## config.mk

```make
export PLATFORM = sky130hd
export DESIGN_NAME = muldiv_iter_unit
export DESIGN_NICKNAME = d
export VERILOG_FILES = /design/src/rtl/muldiv_iter_unit.sv
export SDC_FILE = /design/constraint.sdc
export NUM_CORES = 1
export LEC_CHECK = 0
export BUFFER_PORTS_ARGS = -buffer_cell sky130_fd_sc_hd__buf_2
export CAP_MARGIN = 10
export CORE_ASPECT_RATIO = 0.6
export CORE_UTILIZATION = 25
export DETAILED_ROUTE_END_ITERATION = 10
export HOLD_SLACK_MARGIN = 0.02
export PLACE_DENSITY = 0.39
export SYNTH_ARGS = -nofsm -noshare
export SYNTH_HDL_FRONTEND = slang
export SYNTH_SLANG_ARGS = --single-unit
```

## constraint.sdc

```tcl
create_clock -name clk -period 5.7 [get_ports clk]
set_input_delay 1.14 -clock clk [delete_from_list [all_inputs] [get_ports clk]]
set_output_delay 1.14 -clock clk [all_outputs]
set_load 0.005 [all_outputs]
```

## src/rtl/muldiv_iter_unit.sv

```systemverilog
// Iterative signed/unsigned multiply/divide with HI/LO result registers and start/busy/done handshake.
// Divide hardware is included only when MULDIV_DIV_EN is defined.
module muldiv_iter_unit #(
    parameter int WIDTH = 32
) (
    input  logic             clk,
    input  logic             rst,
    input  logic             start_i,
    input  logic [1:0]       op_i,
    input  logic [WIDTH-1:0] a_i,
    input  logic [WIDTH-1:0] b_i,
    input  logic             flush_i,
    output logic             busy_o,
    output logic             done_o,
    output logic [WIDTH-1:0] hi_o,
    output logic [WIDTH-1:0] lo_o,
    output logic             div_by_zero_o
);
    localparam int CNT_W = $clog2(WIDTH + 1);

    typedef enum logic [1:0] {S_IDLE, S_RUN, S_FIX, S_DONE} state_t;

    state_t             r_state, w_next;
    logic [CNT_W-1:0]   r_cnt;
    logic [2*WIDTH-1:0] r_acc, w_step;
    logic [WIDTH-1:0]   r_opnd, r_hi, r_lo;
    logic               r_div, r_neg_q, r_neg_r, r_dbz;

    logic               w_accept, w_skip, w_a_neg, w_b_neg;
    logic [WIDTH-1:0]   w_a_mag, w_b_mag, w_fix_hi, w_fix_lo;
    logic [WIDTH:0]     w_mul_sum;
    logic [2*WIDTH-1:0] w_prod_neg;

    assign w_accept = start_i && !flush_i && (r_state == S_IDLE || r_state == S_DONE);
    assign w_a_neg  = op_i[0] & a_i[WIDTH-1];
    assign w_b_neg  = op_i[0] & b_i[WIDTH-1];
    assign w_a_mag  = w_a_neg ? (~a_i + 1'b1) : a_i;
    assign w_b_mag  = w_b_neg ? (~b_i + 1'b1) : b_i;

`ifdef MULDIV_DIV_EN
    assign w_skip = op_i[1] && (b_i == '0);
`else
    // Without divide hardware every divide op completes immediately with no effect.
    assign w_skip = op_i[1];
`endif

    // Accumulator is {upper, lower}; multiply keeps the multiplier in the lower half,
    // divide keeps the remainder in the upper half and shifts quotient bits into the lower.
    assign w_mul_sum = {1'b0, r_acc[2*WIDTH-1:WIDTH]} + {1'b0, (r_acc[0] ? r_opnd : '0)};

`ifdef MULDIV_DIV_EN
    logic [WIDTH:0] w_shl, w_diff;
    assign w_shl  = {r_acc[2*WIDTH-1:WIDTH], r_acc[WIDTH-1]};
    assign w_diff = w_shl - {1'b0, r_opnd};

    always_comb begin
        w_step = {w_mul_sum, r_acc[WIDTH-1:1]};
        if (r_div) begin
            if (!w_diff[WIDTH])
                w_step = {w_diff[WIDTH-1:0], r_acc[WIDTH-2:0], 1'b1};
            else
                w_step = {w_shl[WIDTH-1:0], r_acc[WIDTH-2:0], 1'b0};
        end
    end
`else
    assign w_step = {w_mul_sum, r_acc[WIDTH-1:1]};
`endif

    assign w_prod_neg = ~r_acc + 1'b1;

    always_comb begin
        if (r_div) begin
            w_fix_lo = r_neg_q ? (~r_acc[WIDTH-1:0] + 1'b1) : r_acc[WIDTH-1:0];
            w_fix_hi = r_neg_r ? (~r_acc[2*WIDTH-1:WIDTH] + 1'b1) : r_acc[2*WIDTH-1:WIDTH];
        end else begin
            w_fix_lo = r_neg_q ? w_prod_neg[WIDTH-1:0] : r_acc[WIDTH-1:0];
            w_fix_hi = r_neg_q ? w_prod_neg[2*WIDTH-1:WIDTH] : r_acc[2*WIDTH-1:WIDTH];
        end
    end

    always_ff @(posedge clk or posedge rst) begin
        if (rst) r_state <= S_IDLE;
        else     r_state <= w_next;
    end

    always_comb begin
        w_next = r_state;
        case (r_state)
            S_IDLE, S_DONE: begin
                if (w_accept)               w_next = w_skip ? S_DONE : S_RUN;
                else if (r_state == S_DONE) w_next = S_IDLE;
            end
            S_RUN: begin
                if (flush_i)                     w_next = S_IDLE;
                else if (r_cnt == CNT_W'(1))     w_next = S_FIX;
            end
            S_FIX:   w_next = flush_i ? S_IDLE : S_DONE;
            default: w_next = S_IDLE;
        endcase
    end

    always_ff @(posedge clk or posedge rst) begin
        if (rst) begin
            r_cnt   <= '0;
            r_acc   <= '0;
            r_opnd  <= '0;
            r_hi    <= '0;
            r_lo    <= '0;
            r_div   <= 1'b0;
            r_neg_q <= 1'b0;
            r_neg_r <= 1'b0;
            r_dbz   <= 1'b0;
        end else if (w_accept) begin
            r_div   <= op_i[1];
            r_neg_q <= w_a_neg ^ w_b_neg;
            r_neg_r <= w_a_neg;
            r_cnt   <= CNT_W'(WIDTH);
            r_opnd  <= op_i[1] ? w_b_mag : w_a_mag;
            r_acc   <= {{WIDTH{1'b0}}, (op_i[1] ? w_a_mag : w_b_mag)};
`ifdef MULDIV_DIV_EN
            r_dbz   <= w_skip;
            if (w_skip) begin
                r_hi <= a_i;
                r_lo <= '1;
            end
`else
            r_dbz   <= 1'b0;
`endif
        end else if (r_state == S_RUN) begin
            r_acc <= w_step;
            r_cnt <= r_cnt - 1'b1;
        end else if (r_state == S_FIX && !flush_i) begin
            r_hi  <= w_fix_hi;
            r_lo  <= w_fix_lo;
            r_dbz <= 1'b0;
        end
    end

    assign busy_o        = (r_state == S_RUN) || (r_state == S_FIX);
    assign done_o        = (r_state == S_DONE);
    assign div_by_zero_o = (r_state == S_DONE) && r_dbz;
    assign hi_o          = r_hi;
    assign lo_o          = r_lo;
endmodule

```

[Word level (Yosys, flattened, before mapping)]
Index checks and enable logic that the tools add are counted.
Word-level totals
  register bits after elaboration: 172
  bits of input ports: 70
  output and inout bits: 67
  logic and storage cells: 73
Cells by class
  add/subtract/negate cells: 7
  equality and inequality tests: 7
  mux-type cells: 25
  bitwise logic cells: 10
  reductions and logical operators: 14
Operators by type and width (number)
  two-way mux 32 bit: 11
  adder 32 x 1 -> 32 bit, second input constant: 4
  two-way mux 64 bit: 2
  NOT 32 bit: 4
  adder 64 x 1 -> 64 bit, second input constant: 1
  NOT 64 bit: 1
  adder 32 x 32 -> 33 bit: 1
  two-way mux 2 bit: 6
  two-way mux 6 bit: 2
  equality test 6 x 1 -> 1 bit, second input constant: 1
  inequality test 3 bit, second input constant: 2
  case mux 2 bit (3 select lines): 1
  subtractor 6 x 1 -> 6 bit, second input constant: 1
  equality test 2 bit, second input constant: 2
  logical AND 1 bit: 4
  AND reduction 2 bit: 2
  nonzero test 2 bit: 2
  two-way mux 1 bit: 3
  AND reduction 3 bit: 1
  bitwise AND 1 bit: 2
  equality test 2 x 1 -> 1 bit, second input constant: 1
  logical NOT 2 bit: 1
  logical OR 1 bit: 2
  inequality test 2 bit, second input constant: 1
  other kinds (4): 5

[Logic depth before layout (Yosys ltp)]
  word-level depth: 5
  depth in mapped cells: 15
  gate-level depth less buffers: 13

[Worst setup path after synthesis]
OpenSTA, ideal clock, no wires.
  path type: input port to flip-flop
  start: input a_i[3]
  end: register r_acc[27]
  library setup time: 131 ps
  arrival: 3141 ps
  required time: 5569 ps
  path slack: 2427 ps
  stages: 9
  buffers on the path: 0
  path through: or3_1 or4_1 nand2b_1 nor3_1 a21oi_1 xor2_1 o21ai_0 a21oi_1 o21bai_1
Between the ends
  longest elaborated chain between the ends: 5
RTL lines
  start: declaration: RTL line 10  | input logic [WIDTH-1:0] a_i,
  NOT 32 bit: RTL line 37  | assign w_a_mag = w_a_neg ? (~a_i + 1'b1) : a_i;
  adder 32 x 1 -> 32 bit: RTL line 37
  two-way mux 32 bit: RTL line 37
  two-way mux 32 bit: RTL line 119  | r_acc <= {{WIDTH{1'b0}}, (op_i[1] ? w_a_mag : w_b_mag)};
  two-way mux 64 bit: RTL line 113  | end else if (w_accept) begin
  end signal: assignment: RTL line 119
  end signal: assignment: RTL line 130  | r_acc <= w_step;
  end: declaration: RTL line 25  | logic [2*WIDTH-1:0] r_acc, w_step;
No other way between the ends.
A chain may end at the register's enable or synchronous reset.

[Worst setup path in the final report]
  start: register r_acc[0]
  end: register r_acc[62]
Between the ends
  longest elaborated chain between the ends: 4
RTL lines
  two-way mux 32 bit: RTL line 49  | assign w_mul_sum = {1'b0, r_acc[2*WIDTH-1:WIDTH]} + {1'b0, (r_acc[0] ? r_opnd : '0)};
  adder 32 x 32 -> 33 bit: RTL line 49
  two-way mux 64 bit: RTL line 129  | end else if (r_state == S_RUN) begin
  two-way mux 64 bit: RTL line 113
No other way between the ends. The select of a mux whose other input is x is not followed.

==> impl_metrics.tcl <==
set metrics [dict create \
    cts_sinks 171 \
    yosys-top-cells-area "dfrtp_1, o21ai_0, nand2_1, xor2_1, xnor2_1" \
    layout_common_cells "o21ai_0, nand2_1, dfrtp_1" \
    synth_top_area_cell "dfrtp_1" \
    grtUsageTotal 0.175 \
    wl_per_cell_um 19.4 \
    arrival_ns 4.01 \
    drtPass1Iterations 5 \
    synthesis.area_um2 11900 \
    area_delta_synth_final_pct 16.1 \
    synth_xor_area_frac 0.106 \
    wl_mm 42.1 \
    grt_overflow_total 0 \
    r2r_cells 12 \
    setup_ws_ns 2.00 \
    min_period_ns 3.70 \
    hold_viol_final 0 \
    gp_congestion 0.844 \
    worst_r2r_startpoint "r_acc[0]$_DFFE_PP0P_" \
    final_area_um2 13800 \
    hp-class "reg2reg" \
    cts.path.max_buffers 2 \
    grt_pass1_vias 9955 \
    grt_pass1_wl_mm 64.0 \
    antenna_found_initial 0 \
    cts_resized 0 \
    drv_slew 0 \
    io_buffer_count 135 \
    tns_ns 0 \
    async_reset_ff_frac 1.00 \
    clk_pin_slew_ns 0.07 \
    synth-seq-area-share 0.360 \
    end_kind "flop" \
    synth_top_area_share 0.360 \
    worst_pin_slew_ns 1.15 \
    rsz0062_at_grt "no" \
    cts_tree "done" \
    rows 61 \
    power.density_nw_per_um2 540 \
    clk_latency_ns 0.45 \
    synth_edf_count 0 \
    fin_total_pwr_mw 7.46 \
    post-route-period-util 0.648 \
    place_area_um2 13200 \
    cts_setup_buffers 0 \
    leakage_nw 6.03 \
    hpwl_mm 32.5 \
    skew_ns 0.0158 \
    cts_made_buffers 17 \
    ys_warn_count 0 \
    drc 0 \
    pre_cts_ws_ns 1.64 \
    syn_area_per_cell_um2 8.25 \
    grt_max_degree 164 \
    cp_max_fo 28 \
    synth_fa_ha_area_frac 0.0448 \
    drv_cap 0 \
    vias_per_cell 4.93 \
    crit_start "r_acc[0]$_DFFE_PP0P_" \
    hp-start "r_opnd[17]$_DFFE_PP0P_" \
    cts-hold-fix-buffers 0 \
    dieArea_um2 48400 \
    core_area_um2 46600 \
    finalSetupViolations 0 \
    synth_nets 1553 \
    yosys_register_bits 171 \
    vias 10700 \
    yosysUniqueCellTypes 68 \
    synth_ff_type "dfrtp_1" \
    drive_above_1_share 0.126 \
    nets 1635 \
    io_pins 137 \
    ctsHtreeMaxLevel 4 \
    worstPathRequired_ns 6.02 \
    synthSimpleGateAreaFrac 0.197 \
    ant_nets 0 \
    synth.area.mux_share 0.0464 \
    timing.fmax_mhz 271 \
    worstSetupPathType "reg2reg" \
    mostFrequentLayoutCell "o21ai_0" \
    synth-compound-area-share 0.210 \
    r2r_slack_ns 2.00 \
    drt_iter0_drc 711 \
    fp.dieH_um 171 \
    ir_worst_vdd_uv 245 \
    syn_inst 1441 \
    die_w_um 283 \
    crit_path_start_kind "flop" \
    hold_path_depth 2 \
    initial_core_util 0.255 \
    slew-limit-headroom 0.231 \
    synth_top_family_by_area "compound AO/OA/AOI/OAI gates" \
    status "finished, final reports clean" \
    cts-root-buf "clkbuf_16" \
]
[cell families after synthesis]
logic type	count (synthesis)
AND/OR/NAND/NOR	495
AO/OA/AOI/OAI	421
flip-flops	171
XOR/XNOR	144
buffers and inverters	112
multiplexers	55
adder cells (fa/ha/maj)	42
other	1
[cells in the mapped netlist (all sizes together) (14+ instances only)]
master  count
nand2     191
mux2i      54
o31ai      18
clkbuf     76
or3        15
xor2       81
nor3       39
a21o       26
nor2      109
inv        26
dfrtp     171
a21oi     103
o211ai     19
nand2b     14
nor4       18
xnor2      63
ha         41
nand3      19
o21ai     192
and2       42
[worst max-delay path, cell delays in order (launching register included)]
cell	delay, ns
dfrtp_1	0.51
buf_4	0.30
and2_1	0.16
ha_1	0.28
a21o_1	0.21
a31o_2	0.20
a31oi_1	0.27
o21ai_0	0.27
a21o_1	0.27
a221o_1	0.42
a21oi_1	0.38
a2111o_1	0.22
nand3_1	0.07
[path summary, 6_finish.rpt]
kind,to
hold reg to reg,r_opnd[17]$_DFFE_PP0P_
max in group asynchronous,lo_o[3]$_DFFE_PP0P_
min in group asynchronous,r_cnt[0]$_DFFE_PP0P_
setup reg to reg,r_acc[62]$_DFFE_PP0P_
setup / recovery,r_acc[62]$_DFFE_PP0P_
hold / removal,r_opnd[17]$_DFFE_PP0P_
[area by class of cell]
cell class                      count  area (um2)
Fill cell                        5047       32800
Multi-Input combinational cell   1158        7200
Sequential cell                   171        4280
Tap cell                          630         788
Timing Repair Buffer              147         778
Clock buffer                       18         439
Clock inverter                     13         203
Inverter                           28         109
Antenna cell                        1        2.50
[stage by stage]
| step | util | instances | hold WS [ns] |
|---|---|---|---|
| 2_1_floorplan | - | 1441 | 0.431 |
| 3_3_place_gp | 0.282 | 2134 | 0.450 |
| 3_5_place_dp | 0.282 | 2134 | 0.454 |
| 4_1_cts | 0.296 | 2165 | 0.469 |
| 5_1_grt | 0.296 | 2165 | 0.496 |
| 6_report | 0.296 | 2166 | 0.465 |
[power by group]
group          internal, mW  switching (mW)  total (mW)
combinational          1.46            2.15        3.60
sequential             1.75           0.792        2.55
clock                 0.757           0.551        1.31
[per-layer routing]
metal	global-route usage	wire length [um]
met1	0.290	24300
met2	0.221	15300
met3	0.0380	2270
met5	0	0
met4	0.0268	211
[state kept, by name, summed over array words and instances (netlist names)]
name and flops:
r_div 1, r_cnt 6, r_neg_q 1, r_acc 64, hi_o 32, lo_o 32
r_opnd 32, r_neg_r 1, r_state 2
(Power assumes the default switching activity.)
